## src/rtl/moore_serial_bit_transmitter.sv

```systemverilog
// Moore serial framer: start bit (0), WIDTH data bits MSB first, GAP stop bits (1).
// Outputs decode only registered state; zero_count reports the last completed frame.
module moore_serial_bit_transmitter #(
  parameter int unsigned WIDTH = 8,
  parameter int unsigned GAP   = 1,
  parameter int unsigned CNT_W = 4
) (
  input  logic             clock,
  input  logic             reset,
  input  logic [WIDTH-1:0] data_in,
  input  logic             data_valid,
  output logic             data_ready,
  output logic             x_out,
  output logic             busy,
  output logic [1:0]       state_out,
  output logic [CNT_W-1:0] zero_count
);

  localparam int unsigned BIT_W = (WIDTH > 1) ? $clog2(WIDTH) : 1;
  localparam int unsigned GAP_W = 4;

  typedef enum logic [1:0] {
    IDLE  = 2'b00,
    START = 2'b01,
    DATA  = 2'b10,
    STOP  = 2'b11
  } state_e;

  state_e             state_q;
  logic [WIDTH-1:0]   shift_q;
  logic [BIT_W-1:0]   bit_cnt_q;
  logic [GAP_W-1:0]   gap_q;
  logic [CNT_W-1:0]   tally_q;
  logic [CNT_W-1:0]   zero_q;
  logic               msb_zero;
  logic               accept;
  logic [CNT_W-1:0]   tally_d;

  assign data_ready = (state_q == IDLE) || ((state_q == STOP) && (gap_q == '0));
  assign accept     = data_valid && data_ready;
  assign msb_zero   = ~shift_q[WIDTH-1];
  assign tally_d    = tally_q + CNT_W'(msb_zero);

  assign x_out      = (state_q == START) ? 1'b0 :
                      (state_q == DATA)  ? shift_q[WIDTH-1] : 1'b1;
  assign busy       = (state_q != IDLE);
  assign state_out  = state_q;
  assign zero_count = zero_q;

  always_ff @(posedge clock or negedge reset) begin
    if (!reset) begin
      state_q   <= IDLE;
      shift_q   <= '0;
      bit_cnt_q <= '0;
      gap_q     <= '0;
      tally_q   <= '0;
      zero_q    <= '0;
    end else begin
      case (state_q)
        IDLE: begin
          if (accept) begin
            shift_q <= data_in;
            state_q <= START;
          end
        end
        START: begin
          bit_cnt_q <= BIT_W'(WIDTH - 1);
          state_q   <= DATA;
        end
        DATA: begin
          shift_q <= shift_q << 1;
          if (bit_cnt_q == '0) begin
            // Final tally includes the bit on the line during this last DATA cycle.
            zero_q  <= tally_d;
            tally_q <= '0;
            gap_q   <= GAP_W'(GAP - 1);
            state_q <= STOP;
          end else begin
            tally_q   <= tally_d;
            bit_cnt_q <= bit_cnt_q - 1'b1;
          end
        end
        STOP: begin
          if (gap_q == '0) begin
            if (accept) begin
              shift_q <= data_in;
              state_q <= START;
            end else begin
              state_q <= IDLE;
            end
          end else begin
            gap_q <= gap_q - 1'b1;
          end
        end
        default: state_q <= IDLE;
      endcase
    end
  end

endmodule

```

## config.mk

```make
export PLATFORM = sky130hd
export DESIGN_NAME = moore_serial_bit_transmitter
export DESIGN_NICKNAME = d
export VERILOG_FILES = /design/src/rtl/moore_serial_bit_transmitter.sv
export SDC_FILE = /design/constraint.sdc
export NUM_CORES = 1
export LEC_CHECK = 0
export CORE_MARGIN = 2
export CORE_UTILIZATION = 40
export DETAILED_ROUTE_END_ITERATION = 8
export SLEW_MARGIN = 20
export SYNTH_ARGS = -nofsm -noshare
export SYNTH_HDL_FRONTEND = slang
export SYNTH_SLANG_ARGS = --single-unit
```

## constraint.sdc

```tcl
create_clock -name clock -period 2.29 [get_ports clock]
set_input_delay 0.3435 -clock clock [delete_from_list [all_inputs] [get_ports clock]]
set_output_delay 0.3435 -clock clock [all_outputs]
set_load 0.02 [all_outputs]
```

; Word-level counts from Yosys, hierarchy flattened
; Cells that the tools add are included.
[totals]
register_bits = 25
inputBits = 11
elab_cells = 49
[classes]
add_sub_neg = 3
n_eq_ne = 8
mux = 16
bitwise = 1
reduce_logical = 15
[ops]
columns = op, count
row1 = $pmux W8 S3, 1
row2 = $mux W8, 2
row3 = $mux W4, 3
row4 = $pmux W2 S4, 1
row5 = $pmux W4 S2, 1
row6 = $mux W2, 3
row7 = $ne A2 B2 Y1 const B, 3
row8 = $pmux W3 S2, 1
row9 = $reduce_and A2 Y1, 3
row10 = $reduce_and A3 Y1, 2
row11 = $reduce_bool A2 Y1, 3
row12 = $add A4 B1 Y4, 1
row13 = $eq A2 B2 Y1 const B, 2
row14 = $logic_not A4 Y1, 1
row15 = $ne A2 B1 Y1 const B, 2
row16 = $sub A4 B1 Y4 const B, 1
row17 = $logic_not A3 Y1, 1
row18 = $mux W1, 3
row19 = $mux W3, 1
row20 = $reduce_bool A3 Y1, 1
row21 = $sub A3 B1 Y3 const B, 1
row22 = $eq A2 B1 Y1 const B, 1
row23 = $logic_and A1 B1 Y1, 2
row24 = $logic_not A2 Y1, 1
row25 = 2 further kinds, 2

; Longest topological paths before layout
[depth]
word_depth = 7
mapped_depth = 8
ltp_nobuf = 6

; Worst setup path after synthesis
; OpenSTA, ideal clock, no wires.
[synth_path]
path_kind = reg-to-reg
from = register state_q[0], in the netlist state_out[0]
to = register state_q[1], in the netlist state_out[1]
setup_ps = 125
arrival_ps = 1842
slack_ps = 323
stages_incl_launch_ff = 8
path_cell_list = dfrtp_1 inv_1 ha_1 buf_6 clkinv_1 nor2_1 a221oi_1 mux2_2
[synth_via]
elab_chain_cells = 6
word_cells_on_any_way = 12
[synth_rtl]
columns = item, line
row1 = from (decl), 29  ; state_e state_q;
row2 = from (signal assigned), 52  ; state_q <= IDLE;
row3 = from (signal assigned), 63  ; state_q <= START;
row4 = from (signal assigned), 68  ; state_q <= DATA;
row5 = $eq A2 B2 Y1, "39, 59"
row6 = $logic_and A1 B1 Y1, 39  ; assign data_ready = (state_q == IDLE) || ((state_q == STOP) && (gap_q == '0));
row7 = $logic_or A1 B1 Y1, 39
row8 = $logic_and A1 B1 Y1, 40  ; assign accept = data_valid && data_ready;
row9 = $ne A2 B2 Y1 (no source line), n/a
row10 = $reduce_and A3 Y1 (no source line), n/a
; Parallel ways exist; a longest one is shown, timed or not.
; A chain may end at the register's enable or synchronous reset.

; Final worst setup path
[layout_path]
from = register state_q[0], in the netlist state_out[0]
to = output busy
[layout_via]
elab_chain_cells = 1
[layout_rtl]
columns = item, line
row1 = $reduce_bool A2 Y1, 46  ; assign busy = (state_q != IDLE);
row2 = to (decl), 14  ; output logic busy,
; Every way passes these cells.

==> flow_summary.toml <==
[pwr]
ir_worst_vdd_uv = 627
leakagePower_nw = 0.719
powerDensity_nw_per_um2 = 1290

[worst_setup_path]
worst_r2r_startpoint = "state_out[0]"
crit_required_ps = 1950
crit_buf_inv = 3
ff2ff_path_depth = 6
worst_path_max_delay_cell = "clkdlybuf4s50_1"
endpoint_kind = "output port"
crit_fanout = 8
arrival_ps = 1820
reg2reg_slack_ps = 210
max_stage_delay_ps = 610
start_kind = "flop"
cp_top_family = "buffers and inverters"
cp-startpoint = "state_out[0]"
path_cells = "inv_1 > ha_1 > inv_1 > clkdlybuf4s50_1"
critPathMostFrequentCell = "inv_1"
r2r-end = "shift_q[1]"
worstSetupPathType = "flop to output port"

[logic_synthesis]
async_flop_share_pct = 100
avgSynthCellArea_um2 = 10.3
synth_seq_area_share_pct = 45.0
synth_cells = 135
synth_warnings = 0
syn_area_um2 = 1390
synth_area_leaders = "dfrtp_1 45%, ha_1 9.0%, o221a_2 5.7%, o21ai_0 5.4%, inv_1 3.8%"
synth_top_area_cell = "dfrtp_1"
syn_nets = 156
synth-edff-count = 0
synth_ff_type = "dfrtp_1"
ys_types = 33
synth_top_area_share_pct = 45.0
ys_ff_latch = 25

[placement]
gp_congestion = 0.733
place_ws_ps = 211
dp_hpwl_um = 2080
numPortBuffers = 19
dpl_cell_area_um2 = 1630
dp_cells = 200

[sta]
post-route-period-util_pct = 94.3
hold_slack_ps = 337
rsz0062_at_grt = "false"
worst_slew_pin_slew_ps = 414
min_period_ps = 2160
max_slew_margin_pct = 72.1
clock_skew_ps = 14.2
finalWorstSetupSlack_ps = 130
fmax_mhz = 463
setup_viol = 0
setup_tns_ps = 0
timing_hold_violations_final = 0
drv_slew = 0

[clock_network]
root_buffer = "clkbuf_4"
clk_pin_slew_worst_paths_ps = 160
cts_max_level = 1
cts_sinks = 25
clkLatencyLatePin_ps = 340
cts_buffer_depth = 2
cts-buffers-inserted = 3
cts_tree = "done"
cts_hold_buf = 0

[global_routing]
grt_pass1_vias = 1098
grt_pass1_wl_um = 5020
grt_usage_pct = 15.8
grt_max_degree = 26
antenna_found_initial = 0
overflow = 0

[floorplan]
fp.dieArea_um2 = 3960
coreArea_um2 = 3340
boundaryPins = 20
die_x_um = 62.9
dieHeight_um = 62.9
initial_core_util_pct = 41.6
rows = 21

[finish]
finalNetCount = 180
synthToLayoutAreaGrowth_pct = 19.5
n_antenna_cell = 0
n_fill_cell = 326
design_area_um2 = 1660
ff_latch_area_um2 = 628
multi_input_area_um2 = 677
drive_gt1_share_pct = 13.9
finalNonFillerCells = 204

[detailed_routing]
wl_met3_um = 88
drt_first_pass_iters = 4
drtAntennaViolNets = 0
dr.max_layer_used = "met4"
vias = 1067
totalWireLength_um = 2820
wl_per_cell_um = 13.8
dr.first_iter.drc_count = 31
routed-wl-met2_um = 1390
met1_length_um = 1310
drc_errors = 0
vias_per_cell = 5.23

[flow_run]
maxCapViolCount = 0

[worst_hold_path]
hp-class = "input port to async pin"

[run_status]
status = "finished, final reports clean"
-- Yosys cell counts, types with 3 or more instances --
cell type  instances
or3_1              3
dfrtp_1           25
mux2_2             3
o21ai_0           15
inv_1             14
a22o_1             4
or2_1              7
nand2_1            8
o22ai_1            3
nor3_1             3
o221a_2            7
nor2_1             6
a21oi_1            8
ha_1              10
-- state kept, by name, indices dropped and copies added (netlist names) --
register / count
bit_cnt_q: 3
shift_q: 8
zero_count: 4
state_out: 2
tally_q: 4
gap_q: 4
-- metrics by stage --
step,utilization (%),power [W]
2_1_floorplan,-,0.00161
3_3_place_gp,48.8,0.00190
5_1_grt,49.7,0.00234
3_5_place_dp,48.8,0.00196
6_report,49.7,0.00214
4_1_cts,49.7,0.00216
-- placed cells by master (no fill, tap or decap), drive strengths merged --
cell and n:
ha 10, a21oi 8, xor2 1, nor2b 1, o211ai 1, nand3 1, a221oi 2, a2bb2oi 1
dlygate4sd2 2, clkbuf 3, dfrtp 25, o221a 7, or3 3, clkdlybuf4s50 17, nand4 1, mux2 3
o22ai 3, or2 8, nor3b 1, nand2 8, o21ai 15, nand4bb 1, xnor2 1, or3b 1
a22o 4, clkinvlp 1, nor2 6, clkinv 1, buf 3, nor3 3, nand3b 1, inv 14
mux2i 1
-- routing by layer --
| metal | up-vias | global-route usage, % |
|---|---|---|
| li1 | 526 | - |
| met1 | 520 | 19.7 |
| met2 | 16 | 28.3 |
| met3 | 5 | 3.96 |
| met4 | 0 | 1.67 |
| met5 | - | 0 |
-- cell type report --
type                    count  share of cell area (%)
clock buffers               3                    1.36
inverters                  15                    3.39
clock inverters             1                   0.452
multi-input cells          92                    40.8
well taps                  46                    3.47
flip-flops and latches     25                    37.9
repair buffers             22                    12.7
-- timing repair --
item / in CTS / in global routing
resized for setup: 3 / 1
gates cloned: 0 / 0
setup endpoints to repair: 2 / 1
setup buffers: 0 / 0
-- cells by family after synthesis --
group	synth area share (%)
compound gates	21.5
simple gates	13.8
flops	45.0
buf+inv	6.22
fa+ha+maj	9.01
mux	3.15
xor+xnor	1.26
-- power breakdown --
| group | leakage [nW] | switching, W | internal (W) |
|---|---|---|---|
| combinational | 0.414 | 0.000622 | 0.000563 |
| sequential | 0.291 | 0.000127 | 0.000604 |
| clock | 0.0139 | 0.000151 | 0.0000670 |
-- how the worst max path moves through the flow --
stage	to	slack, ps	depth (start not counted)
2_1_floorplan	state_out[1]	320	7
3_3_place_gp	x_out	300	4
3_5_place_dp	shift_q[4]	210	6
4_1_cts	busy	80	4
5_1_grt	shift_q[4]	20	6
6_report	busy	130	4
Note: power is estimated with default switching activity, not from simulation.
